**src/rtl/ucdp_sync_hs_arb.sv**
```systemverilog
// ---------------------------------------------------------------------------
// ucdp_sync_hs_arb
//
// Source-side controller for one four-phase req/ack CDC channel that is
// shared by NUM_REQ local requesters. A round-robin arbiter picks one
// requester while the channel is idle. It captures that requester's payload
// as bundled data and runs the handshake:
//    req up -> wait ack up -> req down -> wait ack down -> done pulse.
// A per-phase watchdog raises a single pulse when a phase waits longer than
// TIMEOUT cycles. The watchdog never aborts the handshake.
//
// Parameters
//   NUM_REQ  number of requesters (2..16)
//   DWIDTH   payload width per requester
//   TIMEOUT  ack wait limit per phase in cycles, 0 disables the watchdog
//
// Ports
//   src_clk_i   clock
//   src_rst_i   synchronous active-high reset
//   req_i       per-requester request level
//   data_i      payloads, requester k at [k*DWIDTH +: DWIDTH]
//   done_o      one-hot, one-cycle completion pulse
//   grant_o     index of the current or last granted requester
//   busy_o      channel not idle (INIT, REQ or REL)
//   timeout_o   one-cycle pulse when a phase reaches TIMEOUT cycles
//   cdc_req_o   channel request towards the target domain (registered)
//   cdc_data_o  bundled payload, stable while the handshake is in flight
//   cdc_ack_i   channel acknowledge, already synchronised into src_clk_i
// ---------------------------------------------------------------------------
module ucdp_sync_hs_arb #(
   parameter int NUM_REQ = 4,
   parameter int DWIDTH  = 8,
   parameter int TIMEOUT = 255
) (
   input  logic                        src_clk_i,
   input  logic                        src_rst_i,
   input  logic [NUM_REQ-1:0]          req_i,
   input  logic [NUM_REQ*DWIDTH-1:0]   data_i,
   output logic [NUM_REQ-1:0]          done_o,
   output logic [$clog2(NUM_REQ)-1:0]  grant_o,
   output logic                        busy_o,
   output logic                        timeout_o,
   output logic                        cdc_req_o,
   output logic [DWIDTH-1:0]           cdc_data_o,
   input  logic                        cdc_ack_i
);

   localparam int GW = $clog2(NUM_REQ);
   // A zero-width counter is not legal, so a disabled watchdog keeps one bit.
   localparam int CW = (TIMEOUT > 0) ? $clog2(TIMEOUT + 1) : 1;
   localparam logic [CW-1:0] CNT_MAX  = CW'(TIMEOUT);
   localparam logic [CW-1:0] CNT_LAST = CW'((TIMEOUT > 0) ? TIMEOUT - 1 : 0);

   localparam logic [1:0] ST_INIT = 2'd0;
   localparam logic [1:0] ST_IDLE = 2'd1;
   localparam logic [1:0] ST_REQ  = 2'd2;
   localparam logic [1:0] ST_REL  = 2'd3;

   // ------------------------------------------------------------------
   // State registers
   // ------------------------------------------------------------------
   logic [1:0]          state_reg,    state_next;
   logic [GW-1:0]       ptr_reg,      ptr_next;
   logic [GW-1:0]       grant_reg,    grant_next;
   logic                cdc_req_reg,  cdc_req_next;
   logic [DWIDTH-1:0]   cdc_data_reg, cdc_data_next;
   logic [NUM_REQ-1:0]  done_reg,     done_next;
   logic                busy_reg,     busy_next;
   logic                timeout_reg,  timeout_next;
   logic [CW-1:0]       cnt_reg,      cnt_next;

   // ------------------------------------------------------------------
   // Payload unpacking and grant decode
   // ------------------------------------------------------------------
   logic [DWIDTH-1:0]   data_arr [NUM_REQ];
   logic [NUM_REQ-1:0]  grant_onehot;

   genvar gi;
   generate
      for (gi = 0; gi < NUM_REQ; gi++) begin : g_unpack
         assign data_arr[gi]     = data_i[gi*DWIDTH +: DWIDTH];
         assign grant_onehot[gi] = (grant_reg == GW'(gi));
      end
   endgenerate

   // ------------------------------------------------------------------
   // Round-robin search
   // The request vector is rotated so that bit 0 is the requester the
   // pointer currently favours. A fixed-priority pick on the rotated
   // vector then yields an offset from the pointer. Doubling the vector
   // makes the rotation a plain index and works for any NUM_REQ, including
   // values that are not a power of two.
   // ------------------------------------------------------------------
   logic [2*NUM_REQ-1:0] req_dbl;
   logic [NUM_REQ-1:0]   req_rot;
   logic [GW-1:0]        offset;
   logic [GW:0]          win_sum;
   logic [GW-1:0]        win;
   logic                 found;

   assign req_dbl = {req_i, req_i};

   generate
      for (gi = 0; gi < NUM_REQ; gi++) begin : g_rot
         assign req_rot[gi] = req_dbl[{1'b0, ptr_reg} + (GW+1)'(gi)];
      end
   endgenerate

   always_comb begin
      found  = |req_rot;
      offset = '0;
      // Descending scan: the lowest set offset is the last one written.
      for (int i = NUM_REQ - 1; i >= 0; i--) begin
         if (req_rot[i]) begin
            offset = GW'(i);
         end
      end
   end

   // pointer + offset, reduced modulo NUM_REQ (both operands < NUM_REQ)
   assign win_sum = {1'b0, ptr_reg} + {1'b0, offset};
   assign win     = (win_sum >= (GW+1)'(NUM_REQ)) ?
                    GW'(win_sum - (GW+1)'(NUM_REQ)) : win_sum[GW-1:0];

   // ------------------------------------------------------------------
   // Handshake sequencer
   // ------------------------------------------------------------------
   logic phase_tick;   // waiting for ack inside REQ or REL this cycle

   always_comb begin
      state_next    = state_reg;
      ptr_next      = ptr_reg;
      grant_next    = grant_reg;
      cdc_req_next  = cdc_req_reg;
      cdc_data_next = cdc_data_reg;
      done_next     = '0;
      timeout_next  = 1'b0;
      cnt_next      = cnt_reg;
      phase_tick    = 1'b0;

      case (state_reg)
         // Let a handshake left over from before reset finish on the
         // remote side. An ack that is high here is simply waited out.
         ST_INIT: begin
            if (!cdc_ack_i) begin
               state_next = ST_IDLE;
            end
         end

         // A stray ack rise here is a protocol error and is ignored.
         ST_IDLE: begin
            if (found) begin
               state_next    = ST_REQ;
               grant_next    = win;
               cdc_data_next = data_arr[win];
               cdc_req_next  = 1'b1;
               ptr_next      = (win == GW'(NUM_REQ - 1)) ? '0 : win + GW'(1);
               cnt_next      = '0;
            end
         end

         ST_REQ: begin
            if (cdc_ack_i) begin
               state_next   = ST_REL;
               cdc_req_next = 1'b0;
               cnt_next     = '0;
            end else begin
               phase_tick = 1'b1;
            end
         end

         ST_REL: begin
            if (!cdc_ack_i) begin
               state_next = ST_IDLE;
               done_next  = grant_onehot;
            end else begin
               phase_tick = 1'b1;
            end
         end

         default: begin
            state_next   = ST_INIT;
            cdc_req_next = 1'b0;
         end
      endcase

      // Watchdog: count only while staying in a waiting phase. The counter
      // saturates at TIMEOUT, so the match on TIMEOUT-1 fires once per phase.
      if (phase_tick) begin
         if (cnt_reg != CNT_MAX) begin
            cnt_next = cnt_reg + CW'(1);
         end
         timeout_next = (TIMEOUT != 0) && (cnt_reg == CNT_LAST);
      end
   end

   assign busy_next = (state_next != ST_IDLE);

   always_ff @(posedge src_clk_i) begin
      if (src_rst_i) begin
         state_reg    <= ST_INIT;
         ptr_reg      <= '0;
         grant_reg    <= '0;
         cdc_req_reg  <= 1'b0;
         cdc_data_reg <= '0;
         done_reg     <= '0;
         busy_reg     <= 1'b1;
         timeout_reg  <= 1'b0;
         cnt_reg      <= '0;
      end else begin
         state_reg    <= state_next;
         ptr_reg      <= ptr_next;
         grant_reg    <= grant_next;
         cdc_req_reg  <= cdc_req_next;
         cdc_data_reg <= cdc_data_next;
         done_reg     <= done_next;
         busy_reg     <= busy_next;
         timeout_reg  <= timeout_next;
         cnt_reg      <= cnt_next;
      end
   end

   assign done_o     = done_reg;
   assign grant_o    = grant_reg;
   assign busy_o     = busy_reg;
   assign timeout_o  = timeout_reg;
   assign cdc_req_o  = cdc_req_reg;
   assign cdc_data_o = cdc_data_reg;

endmodule

```
**config.mk**
```make
export PLATFORM = sky130hd
export DESIGN_NAME = ucdp_sync_hs_arb
export DESIGN_NICKNAME = d
export VERILOG_FILES = /design/src/rtl/ucdp_sync_hs_arb.sv
export SDC_FILE = /design/constraint.sdc
export NUM_CORES = 1
export LEC_CHECK = 0
export ABC_AREA = 1
export CAP_MARGIN = 10
export CORE_UTILIZATION = 53
export DETAILED_ROUTE_END_ITERATION = 12
export MAX_ROUTING_LAYER = met4
export PLACE_DENSITY = 0.94
export SLEW_MARGIN = 20
export SYNTH_ARGS = -nofsm -noshare
export SYNTH_HDL_FRONTEND = slang
export SYNTH_SLANG_ARGS = --single-unit
```
**constraint.sdc**
```tcl
create_clock -name src_clk_i -period 3.9 [get_ports src_clk_i]
set_input_delay 0.78 -clock src_clk_i [delete_from_list [all_inputs] [get_ports src_clk_i]]
set_output_delay 0.78 -clock src_clk_i [all_outputs]
set_load 0.02 [all_outputs]
```
Yosys cells after proc, flatten, opt, wreduce, memory -nomap -nowiden

Cells that the tools add are included.

Register bits after elaboration: 29
Bits of input ports: 39
Logic and storage cells: 78

Add/sub/neg operators: 7
Order comparisons: 6
Equality and inequality tests: 12
Muxes and demuxes: 32
Bitwise operators: 3
Reduce and logical (&&, ||, !) cells: 9

Operators by type and width:

| operator                                                             | count |
|---|---|
| 8-bit 2-to-1 mux                                                     | 6 |
| 2-bit 2-to-1 mux                                                     | 9 |
| 8-bit binary-select mux with 2-bit select                            | 1 |
| 8-bit one-hot mux with 2 select lines                                | 1 |
| 3-bit by 4-bit < comparator with 1-bit output, second input constant | 3 |
| 2-bit == test, second input constant                                 | 5 |
| 1-bit binary-select mux with 3-bit select                            | 3 |
| 8-bit by 1-bit adder with 8-bit output, second input constant        | 1 |
| 8-bit == test, second input constant                                 | 1 |
| 1-bit 2-to-1 mux                                                     | 8 |
| 8-bit != test, second input constant                                 | 1 |
| 2-bit by 2-bit adder with 3-bit output, second input constant        | 2 |
| 3-bit greater-or-equal comparator, second input constant             | 2 |
| 2-bit one-hot mux with 3 select lines                                | 1 |
| 2-bit by 1-bit == test with 1-bit output, second input constant      | 2 |
| 2-bit zero test                                                      | 2 |
| 2-bit by 4-bit < comparator with 1-bit output, second input constant | 1 |
| 2-bit != test, second input constant                                 | 2 |
| 1-bit one-hot mux with 2 select lines                                | 2 |
| 2-bit OR reduction                                                   | 2 |
| 4-bit OR reduction                                                   | 1 |
| 2-bit by 1-bit adder with 3-bit output, second input constant        | 1 |
| 2-bit by 2-bit adder with 3-bit output                               | 1 |
| 2-bit NOT with 3-bit output                                          | 1 |
| other kinds (9)                                                      | 10 |

Longest topological paths before layout

Depth after elaboration: 14
Gate-level depth with buffers: 18
Depth with buffers taken out: 16

Worst setup path before layout

OpenSTA, ideal clock, no wires.

Path kind: input-to-reg
Start: input req_i[0]
End: register cdc_data_reg[6] (netlist: cdc_data_o[6])
Library setup time: 0.109 ns
Arrival: 2.293 ns
Path slack: 1.498 ns
Cell stages on the path: 17
Buffers on the path: 2
Cell sequence: inv_1 nand2_2 nand2_1 nand2_1 nand2_1 nand2_1 a21oi_1 ha_1 buf_2 clkinv_1 buf_2 nand2_1 nand2_1 nand3_1 nand3_2 nand2_1 inv_1

Word-level cells in the longest chain between the ends: 13

Ends and longest elaborated chain:

| what                                                                                                    | line     | text |
|---|---|---|
| from (decl)                                                                                             | 37       | `input logic [NUM_REQ-1:0] req_i,` |
| 1-bit binary-select mux with 3-bit select                                                               | 105      | `assign req_rot[gi] = req_dbl[{1'b0, ptr_reg} + (GW+1)'(gi)];` |
| 1-bit 2-to-1 mux (not written as such)                                                                  | 105      |  |
| 2-bit 2-to-1 mux (3 in series)                                                                          | 114      | `if (req_rot[i]) begin` |
| 2-bit 2-to-1 mux (*)                                                                                    | 114      |  |
| 2-bit by 2-bit adder with 3-bit output (*)                                                              | 121      | `assign win_sum = {1'b0, ptr_reg} + {1'b0, offset};` |
| 3-bit greater-or-equal comparator / 2-bit by 1-bit subtractor with 2-bit output (equally long branches) | 122, 123 |  |
| 2-bit 2-to-1 mux (*)                                                                                    | 122      | `assign win = (win_sum >= (GW+1)'(NUM_REQ)) ?` |
| named net win[0]                                                                                        | 98       | `logic [GW-1:0] win;` |
| 2-bit NOT with 3-bit output (not written as such) (*)                                                   | 155      | `cdc_data_next = data_arr[win];` |
| 8-bit binary-select mux with 2-bit select (*)                                                           | 155      |  |
| 8-bit 2-to-1 mux (not written as such) (*) (2 in series)                                                | 155      |  |
| to (signal assigned)                                                                                    | 215      | `cdc_data_reg <= cdc_data_next;` |
| to (decl)                                                                                               | 66       | `logic [DWIDTH-1:0] cdc_data_reg, cdc_data_next;` |

The timed path passes the listed nets; every way through them passes the cells marked *. The select of a mux whose other input is x is not followed.
A chain may end at the register's enable or synchronous reset.

Worst setup path after layout

Start: input req_i[3]
End: register cdc_data_reg[7] (netlist: cdc_data_o[7])

Same word-level chain as after synthesis.

==> flow_metrics.tcl <==
set metrics [dict create \
    run_status "complete, no violations" \
    synth_top_cell_area_share_pct 27.1 \
    mappedNetlistNets 370 \
    die_area_sq_um 4300 \
    totalNegativeSetupSlack_ns 0 \
    grt_max_degree 20 \
    viasPerCell 5.07 \
    cap_viol_max_count 0 \
    cts-htree-levels 2 \
    cpMostUsedCell "sky130_fd_sc_hd__nand2_1" \
    final_worst_path_cycle_share_pct 72.7 \
    max_freq_mhz 353 \
    clkTransAtPathRegs_ns 0.06 \
    critical_path.slowest_cell "sky130_fd_sc_hd__clkdlybuf4s50_1" \
    cts-root-to-sink-buffers 2 \
    boundaryPins 56 \
    floorplan.die.height_um 65.6 \
    grt_pass1_vias 2058 \
    fillerInstances 288 \
    synthesis.yosys.warnings 0 \
    cpLargestDelayFamily "buffers and inverters" \
    synth-seq-area-share_pct 27.1 \
    fin_total_pwr_w 0.00246 \
    cts_post_setup_buffers_inserted 0 \
    placement.setup.worst_slack_ns 0.797 \
    yosys.cell_types.count 29 \
    groute.usage.overall_pct 25.2 \
    path_cells "clkdlybuf4s50_1 -> inv_1 -> nand2_1 -> nand3_1 -> nand2_4 -> a21oi_1 -> ha_1 -> clkinv_1 -> nand2_1 -> nand2_1 -> nand3_1 -> nand3_2 -> nand2_1 -> inv_1" \
    routed_wirelength_mm 4.82 \
    final_cell_mix "sky130_fd_sc_hd__nand2_1 (122), sky130_fd_sc_hd__clkdlybuf4s50_1 (55), sky130_fd_sc_hd__inv_1 (34)" \
    dr.first_iter.drc_count 119 \
    setup.worst_path.start "req_i[3]" \
    cts_num_sinks 29 \
    detailedRoute.firstPassIterationCount 4 \
    postRouteAntennaNets 0 \
    timing.critical_path.to "cdc_data_o[7]" \
    hold-path-cell-count 2 \
    grt.overflow.total 0 \
    timing.hold.worst.class "flop to flop" \
    num_antenna_cells 0 \
    crit-reg2reg-capture "cdc_data_o[3]" \
    crit_path_max_fanout 17 \
    setup-violations-final 0 \
    timing.critical_path.slowest_cell_delay_ns 0.53 \
    coreArea_sq_um 3770 \
    worst_ir_drop_vdd_v 0.000493 \
    design.final.nets 426 \
    layout_commonest_cell "sky130_fd_sc_hd__nand2_1" \
    dpl-instance-area_sq_um 2710 \
    slew-limit-headroom_pct 61.7 \
    synth_area_leaders "sky130_fd_sc_hd__dfxtp_1 (27%), sky130_fd_sc_hd__nand2_1 (21%), sky130_fd_sc_hd__inv_1 (6.0%)" \
    cts_tree "built" \
    finish.utilization_pct 73.9 \
    drc 0 \
    path_depth 14 \
    cp_data_arrival_time_ns 3.02 \
    path_buf_inv 4 \
    worst-slew-pin-transition_ns 0.574 \
    site_rows 22 \
    startpoint_type_of_the_worst_setup_path "input pin" \
    cts_hold_repair.buffers 0 \
    grt_first_pass_wirelength_mm 8.20 \
    synthesis.area_per_instance_sq_um 6.59 \
    place.gp.congestion 0.857 \
    grt_setup_unrepaired "no" \
    place.detailed.hpwl_mm 3.69 \
    buffer_ports.inserted 55 \
    r2r_setup_slack_ns 1.35 \
    fp.dieW_um 65.6 \
    clk_latency_ns 0.28 \
    worstPathRequired_ns 4.08 \
    critical_path.endpoint_type "flop" \
    floorplan.initialDensity_pct 56.8 \
    critPathKind "input pin to flop" \
    layout-drive-gt1-share_pct 14.1 \
    yosys_register_bits 29 \
    worst_r2r_path_depth 15 \
    fin_area_sq_um 2790 \
    vias 2178 \
    area_growth_pct 29.9 \
    numCtsBuffers 5 \
    report.final.hold_viol_count 0 \
    synthesis.instances 325 \
    routed_length_per_placed_instance_um 11.2 \
    count_of_pins_over_their_slew_limit 0 \
    netlist.top_cell.by_area "sky130_fd_sc_hd__dfxtp_1" \
    cts-resized-gates 0 \
    antenna_found_initial 0 \
    post-route-worst-setup-slack_ns 1.06 \
    timing.clock.skew_ns 0.00538 \
    regToRegStartpoint "ptr_reg[0]" \
    total_leakage_power_nw 1.24 \
    cts.root.buffer_cell "sky130_fd_sc_hd__clkbuf_8" \
    post_syn_area_sq_um 2140 \
    power_per_cell_area_nw_per_um2 882 \
    finalWorstPathRequiredPeriod_ns 2.84 \
]
[worst min path at each step]
stage | start | endpoint | slack [ns]
detailed placement | cdc_req_o | cdc_req_o | 0.46
CTS | cdc_req_o | cdc_req_o | 0.47
finish | cdc_req_o | cdc_req_o | 0.47
global placement | cdc_req_o | cdc_req_o | 0.46
floorplan | cnt_reg[3] | cnt_reg[3] | 0.45
global route | cdc_req_o | cdc_req_o | 0.49
[synth_stat cells]
library cell and number:
sky130_fd_sc_hd__nand2_1 122, sky130_fd_sc_hd__inv_1 34, sky130_fd_sc_hd__dfxtp_1 29, sky130_fd_sc_hd__nor2_1 26
sky130_fd_sc_hd__nand3_1 20, sky130_fd_sc_hd__a21oi_1 17, sky130_fd_sc_hd__nand2_2 17, sky130_fd_sc_hd__nand3_2 9
sky130_fd_sc_hd__ha_1 6, sky130_fd_sc_hd__o21ai_0 6, sky130_fd_sc_hd__nor3_1 5, sky130_fd_sc_hd__a21oi_2 4
sky130_fd_sc_hd__nand2_4 4, sky130_fd_sc_hd__clkbuf_1 3, sky130_fd_sc_hd__nand2_8 3, sky130_fd_sc_hd__nand3_4 3
sky130_fd_sc_hd__buf_2 2, sky130_fd_sc_hd__buf_6 2, sky130_fd_sc_hd__inv_8 2, sky130_fd_sc_hd__nor2_2 2
sky130_fd_sc_hd__a22oi_1 1, sky130_fd_sc_hd__buf_12 1, sky130_fd_sc_hd__clkinv_1 1, sky130_fd_sc_hd__inv_4 1
sky130_fd_sc_hd__nand4_1 1, sky130_fd_sc_hd__nor2_8 1, sky130_fd_sc_hd__o211ai_1 1, sky130_fd_sc_hd__xor2_1 1
sky130_fd_sc_hd__xor2_2 1
[report_power, final]
group	internal, W	switching (W)	total [W]
sequential	0.000380	0.0000995	0.000479
combinational	0.000626	0.00112	0.00174
clock	0.000126	0.000108	0.000235
[per-layer routing]
layer | global-route usage, % | vias to the layer above | part of all wire [%]
li1 | - | 1124 | -
met1 | 28.6 | 960 | 44
met2 | 43.3 | 81 | 48
met3 | 6.08 | 13 | 5.7
met4 | 8.15 | 0 | 2.2
met5 | - | - | 0
[through the flow]
| stage | cells | hold WS [ns] |
|---|---|---|
| after floorplan | 325 | 0.449 |
| after global placement | 422 | 0.460 |
| after detailed placement | 422 | 0.459 |
| after CTS | 430 | 0.469 |
| after global routing | 430 | 0.491 |
| final | 430 | 0.467 |
[logic make-up (layout without fill, tap and decap cells)]
| group | after synthesis | in the layout | synth area share [%] |
|---|---|---|---|
| compound gates | 29 | 29 | 7.71 |
| xor+xnor | 2 | 2 | 1.17 |
| fa+ha+maj | 6 | 6 | 3.50 |
| buf+inv | 46 | 103 | 10.4 |
| flops | 29 | 29 | 27.1 |
| simple gates | 213 | 213 | 50.1 |
[final cells by class]
| cell class | instances | area [sq um] | share of cell area [%] |
|---|---|---|---|
| Tap cell | 48 | 60.1 | 2.16 |
| Clock buffer | 8 | 80.1 | 2.88 |
| Sequential cell | 29 | 581 | 20.8 |
| Inverter | 38 | 160 | 5.75 |
| Multi-Input combinational cell | 250 | 1340 | 48.1 |
| Timing Repair Buffer | 57 | 566 | 20.3 |
[worst reg2reg max path: stages, from the launching register on]
cell and delay (ns):
sky130_fd_sc_hd__dfxtp_1 0.68, sky130_fd_sc_hd__nand2_2 0.15, sky130_fd_sc_hd__nand2_1 0.11, sky130_fd_sc_hd__nand2_1 0.05, sky130_fd_sc_hd__nand2_1 0.11, sky130_fd_sc_hd__nand2_1 0.07, sky130_fd_sc_hd__a21oi_1 0.12, sky130_fd_sc_hd__ha_1 0.20
sky130_fd_sc_hd__xor2_2 0.31, sky130_fd_sc_hd__inv_1 0.13, sky130_fd_sc_hd__nand3_4 0.17, sky130_fd_sc_hd__nand2_8 0.10, sky130_fd_sc_hd__nand2_1 0.09, sky130_fd_sc_hd__nand3_2 0.06, sky130_fd_sc_hd__nand2_1 0.06, sky130_fd_sc_hd__inv_1 0.03
Note: power is estimated with default switching activity, not from simulation.
